<file path="config.mk">
export PLATFORM = sky130hd
export DESIGN_NAME = store_buffer_flat
export DESIGN_NICKNAME = d
export VERILOG_FILES = /design/src/rtl/store_buffer_if.sv /design/src/rtl/store_buffer.sv /design/src/flat_wrapper.sv
export SDC_FILE = /design/constraint.sdc
export NUM_CORES = 1
export LEC_CHECK = 0
export ABC_AREA = 1
export CAP_MARGIN = 5
export CORE_ASPECT_RATIO = 0.7
export CORE_MARGIN = 3
export CORE_UTILIZATION = 40
export CTS_BUF_LIST = sky130_fd_sc_hd__clkbuf_8
export DETAILED_ROUTE_END_ITERATION = 8
export HOLD_SLACK_MARGIN = 0.1
export PLACE_DENSITY = 0.6
export SLEW_MARGIN = 10
export SYNTH_ARGS = -nofsm -noshare
export SYNTH_HDL_FRONTEND = slang
export SYNTH_SLANG_ARGS = --single-unit
</file>
<file path="constraint.sdc">
create_clock -name clk -period 3.35 [get_ports clk]
set_clock_uncertainty 0.05 [all_clocks]
set_input_delay 0.67 -clock clk [delete_from_list [all_inputs] [get_ports clk]]
set_output_delay 0.67 -clock clk [all_outputs]
set_load 0.01 [all_outputs]
</file>
<file path="src/rtl/store_buffer_if.sv">
// rtl/store_buffer_if.sv - CPU request/response and data-memory port bundle for store_buffer
interface store_buffer_if #(
    parameter int AW = 16,
    parameter int DW = 16
);
    logic          cpu_we;
    logic          cpu_re;
    logic [AW-1:0] cpu_addr;
    logic [DW-1:0] cpu_wdata;
    logic [DW-1:0] cpu_rdata;
    logic          stall;
    logic [AW-1:0] mem_addr;
    logic [DW-1:0] mem_wdata;
    logic          mem_we;
    logic [DW-1:0] mem_rdata;

    modport slave (
        input  cpu_we, cpu_re, cpu_addr, cpu_wdata, mem_rdata,
        output cpu_rdata, stall, mem_addr, mem_wdata, mem_we
    );

    modport master (
        output cpu_we, cpu_re, cpu_addr, cpu_wdata, mem_rdata,
        input  cpu_rdata, stall, mem_addr, mem_wdata, mem_we
    );
endinterface

</file>
<file path="src/rtl/store_buffer.sv">
// rtl/store_buffer.sv - posted-write FIFO in front of a single-port data memory
// Optional feature: define STORE_BUF_FWD_EN to forward pending store data to matching loads.
module store_buffer #(
    parameter int DEPTH = 4,
    parameter int AW    = 16,
    parameter int DW    = 16
) (
    input  logic                         clk,
    input  logic                         reset,
    store_buffer_if.slave                bus,
    output logic [$clog2(DEPTH+1)-1:0]   count,
    output logic                         empty,
    output logic                         full
);
    localparam int PW = $clog2(DEPTH);
    localparam int CW = $clog2(DEPTH+1);

    logic [AW-1:0] addr_q [DEPTH];
    logic [DW-1:0] data_q [DEPTH];
    logic [PW-1:0] head;
    logic [PW-1:0] tail;
    logic [CW-1:0] cnt;

    logic          full_q;
    logic          empty_q;
    logic          hit;
    logic [DW-1:0] hit_data;
    logic          fwd;
    logic          load_stall;
    logic          store_stall;
    logic          load_port;
    logic          enq;
    logic          drain;

    assign full_q  = (cnt == CW'(DEPTH));
    assign empty_q = (cnt == '0);

    // Walk oldest to youngest so the last match seen is the youngest store.
    always_comb begin
        hit      = 1'b0;
        hit_data = '0;
        for (int k = 0; k < DEPTH; k++) begin
            if (CW'(k) < cnt && addr_q[head + PW'(k)] == bus.cpu_addr) begin
                hit      = bus.cpu_re;
                hit_data = data_q[head + PW'(k)];
            end
        end
    end

`ifdef STORE_BUF_FWD_EN
    assign fwd        = hit;
    assign load_stall = bus.cpu_re && !hit && full_q;
`else
    assign fwd        = 1'b0;
    assign load_stall = bus.cpu_re && (hit || full_q);
`endif

    assign load_port   = bus.cpu_re && !load_stall && !fwd;
    assign store_stall = bus.cpu_we && full_q;
    // A stalled load holds the whole request, so its paired store must wait too.
    assign enq         = !reset && bus.cpu_we && !full_q && !load_stall;
    assign drain       = !reset && !empty_q && !load_port;

    assign bus.stall     = load_stall || store_stall;
    assign bus.cpu_rdata = bus.stall ? '0 : (fwd ? hit_data : bus.mem_rdata);
    assign bus.mem_we    = drain;
    assign bus.mem_addr  = drain ? addr_q[head] : bus.cpu_addr;
    assign bus.mem_wdata = drain ? data_q[head] : '0;

    assign count = reset ? '0 : cnt;
    assign empty = reset || empty_q;
    assign full  = !reset && full_q;

    always_ff @(posedge clk) begin
        if (reset) begin
            head <= '0;
            tail <= '0;
            cnt  <= '0;
        end else begin
            if (enq) begin
                tail <= tail + 1'b1;
            end
            if (drain) begin
                head <= head + 1'b1;
            end
            case ({enq, drain})
                2'b10:   cnt <= cnt + 1'b1;
                2'b01:   cnt <= cnt - 1'b1;
                default: cnt <= cnt;
            endcase
        end
    end

    always_ff @(posedge clk) begin
        if (enq) begin
            addr_q[tail] <= bus.cpu_addr;
            data_q[tail] <= bus.cpu_wdata;
        end
    end
endmodule

</file>
<file path="src/flat_wrapper.sv">
// flat-port wrapper written by rule: the top's interface ports become plain ports
module store_buffer_flat 
#(
    parameter int DEPTH = 4,
    parameter int AW    = 16,
    parameter int DW    = 16
)
  (clk, reset, count, empty, full, bus_cpu_we, bus_cpu_re, bus_cpu_addr, bus_cpu_wdata, bus_mem_rdata, bus_cpu_rdata, bus_stall, bus_mem_addr, bus_mem_wdata, bus_mem_we);
  store_buffer_if #(.AW(AW), .DW(DW)) bus_i ();
  input  logic clk;
  input  logic reset;
  output logic [$clog2(DEPTH+1)-1:0] count;
  output logic empty;
  output logic full;
  input wire logic [$bits(bus_i.cpu_we)-1:0] bus_cpu_we;
  input wire logic [$bits(bus_i.cpu_re)-1:0] bus_cpu_re;
  input wire logic [$bits(bus_i.cpu_addr)-1:0] bus_cpu_addr;
  input wire logic [$bits(bus_i.cpu_wdata)-1:0] bus_cpu_wdata;
  input wire logic [$bits(bus_i.mem_rdata)-1:0] bus_mem_rdata;
  output wire logic [$bits(bus_i.cpu_rdata)-1:0] bus_cpu_rdata;
  output wire logic [$bits(bus_i.stall)-1:0] bus_stall;
  output wire logic [$bits(bus_i.mem_addr)-1:0] bus_mem_addr;
  output wire logic [$bits(bus_i.mem_wdata)-1:0] bus_mem_wdata;
  output wire logic [$bits(bus_i.mem_we)-1:0] bus_mem_we;
  assign bus_i.cpu_we = bus_cpu_we;
  assign bus_i.cpu_re = bus_cpu_re;
  assign bus_i.cpu_addr = bus_cpu_addr;
  assign bus_i.cpu_wdata = bus_cpu_wdata;
  assign bus_i.mem_rdata = bus_mem_rdata;
  assign bus_cpu_rdata = bus_i.cpu_rdata;
  assign bus_stall = bus_i.stall;
  assign bus_mem_addr = bus_i.mem_addr;
  assign bus_mem_wdata = bus_i.mem_wdata;
  assign bus_mem_we = bus_i.mem_we;
  store_buffer #(.DEPTH(DEPTH), .AW(AW), .DW(DW)) u_core (.clk(clk), .reset(reset), .bus(bus_i), .count(count), .empty(empty), .full(full));
endmodule
</file>
==> key figures <==
Run status
  – Status: finished, violations left
  – Failing checks: setup timing

STA
  – Final hold viol count: 0
  – Worst Tran Pin Value: 0.373 ns
  – Worst hold slack: about 0.55 ns
  – Final slew viol count: 0
  – Final setup fails: between 100 and 150
  – Fmax: around 270 MHz
  – Post-layout minimum cycle time: between 3 and 4 ns
  – Max transition margin: 0.751
  – Setup ws final: -0.417 ns
  – Fin crit share: 1.12
  – RSZ-0062 raised after global routing: yes

Drt
  – Post-DR vias/cell: 5.21
  – Routed Antenna Nets: 0
  – Initial drt markers: 906
  – DR WL/cell: between 15 and 20 um
  – Vias: just under 9,000
  – Pre-Repair DR Iteration Count: 6
  – Post-route DRC: 0
  – Routed WL: a little under 30,000 um

Placed design
  – IO buf count: roughly 110
  – Routability cong.: approximately 0.9
  – Post-DP HPWL: about 18,000 um

Worst setup path
  – Largest fanout on the critical path: 6
  – Worst Path Required: about 2.6 ns
  – Critical path class: flip-flop to output pin
  – Crit end category: output pin
  – Crit start category: flip-flop
  – Arrival time worst endpoint: 3.05 ns

Synthesis
  – Synth area leaders: edfxtp_1 (45%), nand2_1 (25%), nand3_1 (6.1%), nor2_1 (3.6%), inv_1 (3.4%)
  – Syn Nets: approximately 1,200
  – Seq/Total Area, Yosys: 0.475
  – Gate Count Post-Synth: between 1,000 and 1,500
  – Post-synth EDFFs: around 130
  – Cell taking the most area after synthesis: edfxtp_1
  – Syn_area_per_cell: roughly 7.4 um^2
  – Cell Area, Synth: around 8500 um^2
  – Area share of the largest cell type after synthesis: 0.453
  – Synth unique cells: 31
  – Async set-reset flop share out of synthesis: 0
  – Yosys reg bits: approximately 140
  – Top_reg_cell synth: edfxtp_1
  – Yosys warning total: 0

Global route
  – Largest net degree at the start of global routing: 22
  – GRT overflow: 0
  – First-pass GRT wire length: around 43,000 um
  – GRT Total Usage: 0.235
  – Number of global-route vias before repair: just over 8,000
  – Initial antenna violation count: 0

Clock tree
  – H-tree depth: 4
  – Insertion delay to the later sink of the worst-skew pair: approximately 0.46 ns
  – Max clock buf depth: 2
  – Hold_buf cts: 0
  – CTS sink cnt: approximately 140
  – Clk slew on worst S/H paths: roughly 0.090 ns
  – Cts bufs inserted: 17
  – Clk root buf: clkbuf_8
  – CTS tree: yes

Final layout
  – Final nets: 1,454
  – Fin util: 0.599
  – Share of cells above drive strength 1: 0.251
  – ANT cells: 0
  – Area grow syn2layout: 43.4%

Flow run
  – Max-cap violation count: 0

Power and ir drop
  – Worst-case vdd ir drop: roughly 0.23 mV
  – P per Cell Area: between 400 and 500 nW/um^2
  – Pleak: approximately 5.6 nW

Floorplan
  – Die ar.: 23,000 um^2
  – # IOs: around 110
  – Starting Density: 0.418
  – Core Area: 20,300 um^2
  – Die Wd: 180 um
  – # rows: between 40 and 50
  – Die height: ~130 um

Worst hold path
  – Hold crit path type: flip-flop to flip-flop
metrics by stage:
| stage | cell area [um^2] | total power, mW | cells | setup WS [ns] | TNS, ns |
|---|---|---|---|---|---|
| final | 12200 | 5.24 | 1675 | -0.417 | -18.71 |
| after global routing | 12200 | 5.50 | 1675 | -0.553 | -40.81 |
| after CTS | 11500 | 5.04 | 1649 | -0.351 | -13.10 |
| after detailed placement | 10800 | 3.46 | 1600 | -0.755 | -52.83 |
| after global placement | 10800 | 3.45 | 1600 | -0.747 | -51.59 |
| after floorplan | 8480 | 2.81 | 1143 | -0.244 | -31.21 |
report_power, final:
| part | switching (mW) | internal (mW) | total [mW] |
|---|---|---|---|
| logic | 1.02 | 0.801 | 1.83 |
| clock network | 0.705 | 0.739 | 1.44 |
| registers | 0.0359 | 1.93 | 1.97 |
routing by layer:
metal,global-route usage,part of all wire,up-vias,wire (um)
met1,0.335,0.43,4030,12500
met3,0.0542,0.10,53,2970
met4,0.0636,0.023,0,659
met5,0,0,-,0
li1,-,-,4214,-
met2,0.362,0.44,434,12800
layout make-up:
cell class / count / area [um^2]
Fill cell: 1788 / 8130
Multi-Input combinational cell: 878 / 4230
Sequential cell: 137 / 4030
Timing Repair Buffer: 278 / 2820
Tap cell: 270 / 338
Inverter: 81 / 330
Clock buffer: 17 / 234
Clock inverter: 14 / 170
placed cells by master (no fill, tap or decap), types with 16 or more instances in the layout:
cell,count
clkdlybuf4s50_1,56
nand3_1,99
clkbuf_8,17
a21oi_1,41
nor2_1,63
nand2_1,528
buf_6,16
buf_12,29
edfxtp_1,128
buf_4,112
buf_2,48
nand2_2,24
inv_1,76
critical path, cell delays in order (launching register included):
cell,delay (ns)
dfxtp_4,0.44
clkinv_8,0.14
nand2_8,0.11
nand2_8,0.09
buf_12,0.16
nand2_4,0.07
nand2_2,0.04
nand2_1,0.04
nand2_1,0.07
nor2_2,0.17
nand2_1,0.09
nor2_2,0.12
nand3_2,0.07
nand2_2,0.10
nor2_2,0.05
nand3_2,0.08
nand2_4,0.11
buf_16,0.18
clkbuf_16,0.17
nor3_2,0.11
buf_2,0.16
cell families (layout without fill, tap and decap cells):
kind of cell,count (synthesis),in the layout,share of synthesized area
AO/OA/AOI/OAI,88,88,0.0574
XOR/XNOR,6,6,0.00620
adder cells (fa/ha/maj),9,9,0.0133
buffers and inverters,129,390,0.0728
flip-flops,137,137,0.475
AND/OR/NAND/NOR,774,775,0.376
path summary, 6_finish.rpt:
path / startpoint / slack, ns / to / cells past startpoint
setup reg to reg: u_core.head[0]$_SDFFE_PP0P_ / -0.04 / u_core.addr_q[0][1]$_DFFE_PP_ / 22
setup / recovery: u_core.head[0]$_SDFFE_PP0P_ / -0.42 / bus_mem_wdata[5] / 20
hold / removal: u_core.tail[0]$_SDFFE_PP0P_ / 0.55 / u_core.tail[0]$_SDFFE_PP0P_ / 3
hold reg to reg: u_core.tail[0]$_SDFFE_PP0P_ / 0.55 / u_core.tail[0]$_SDFFE_PP0P_ / 3
sequential cells by signal, summed over array words and instances (netlist names), named ones only:
signal	flops
u_core.addr_q	64
u_core.cnt	3
u_core.data_q	64
u_core.head	2
u_core.tail	2
Yosys cell counts, types with 6 or more instances:
cell      instances
a21oi_1          42
buf_2            14
buf_4            12
buf_6             9
clkbuf_1          9
dfxtp_1           9
edfxtp_1        128
ha_1              9
inv_1            76
nand2_1         556
nand3_1         104
nand4_1           7
nor2_1           82
nor3_2           16
o21ai_0          24
o21ai_1          10
o21ai_2           6
xor2_1            6
timing repair:
item | 4_1_cts | 5_1_grt
cloned | 6 | 11
setup buffers | 12 | 17
pin swaps | 12 | 21
gates resized for setup | 273 | 80
setup endpoints to repair | 51 | 93
(Power assumes the default switching activity.)
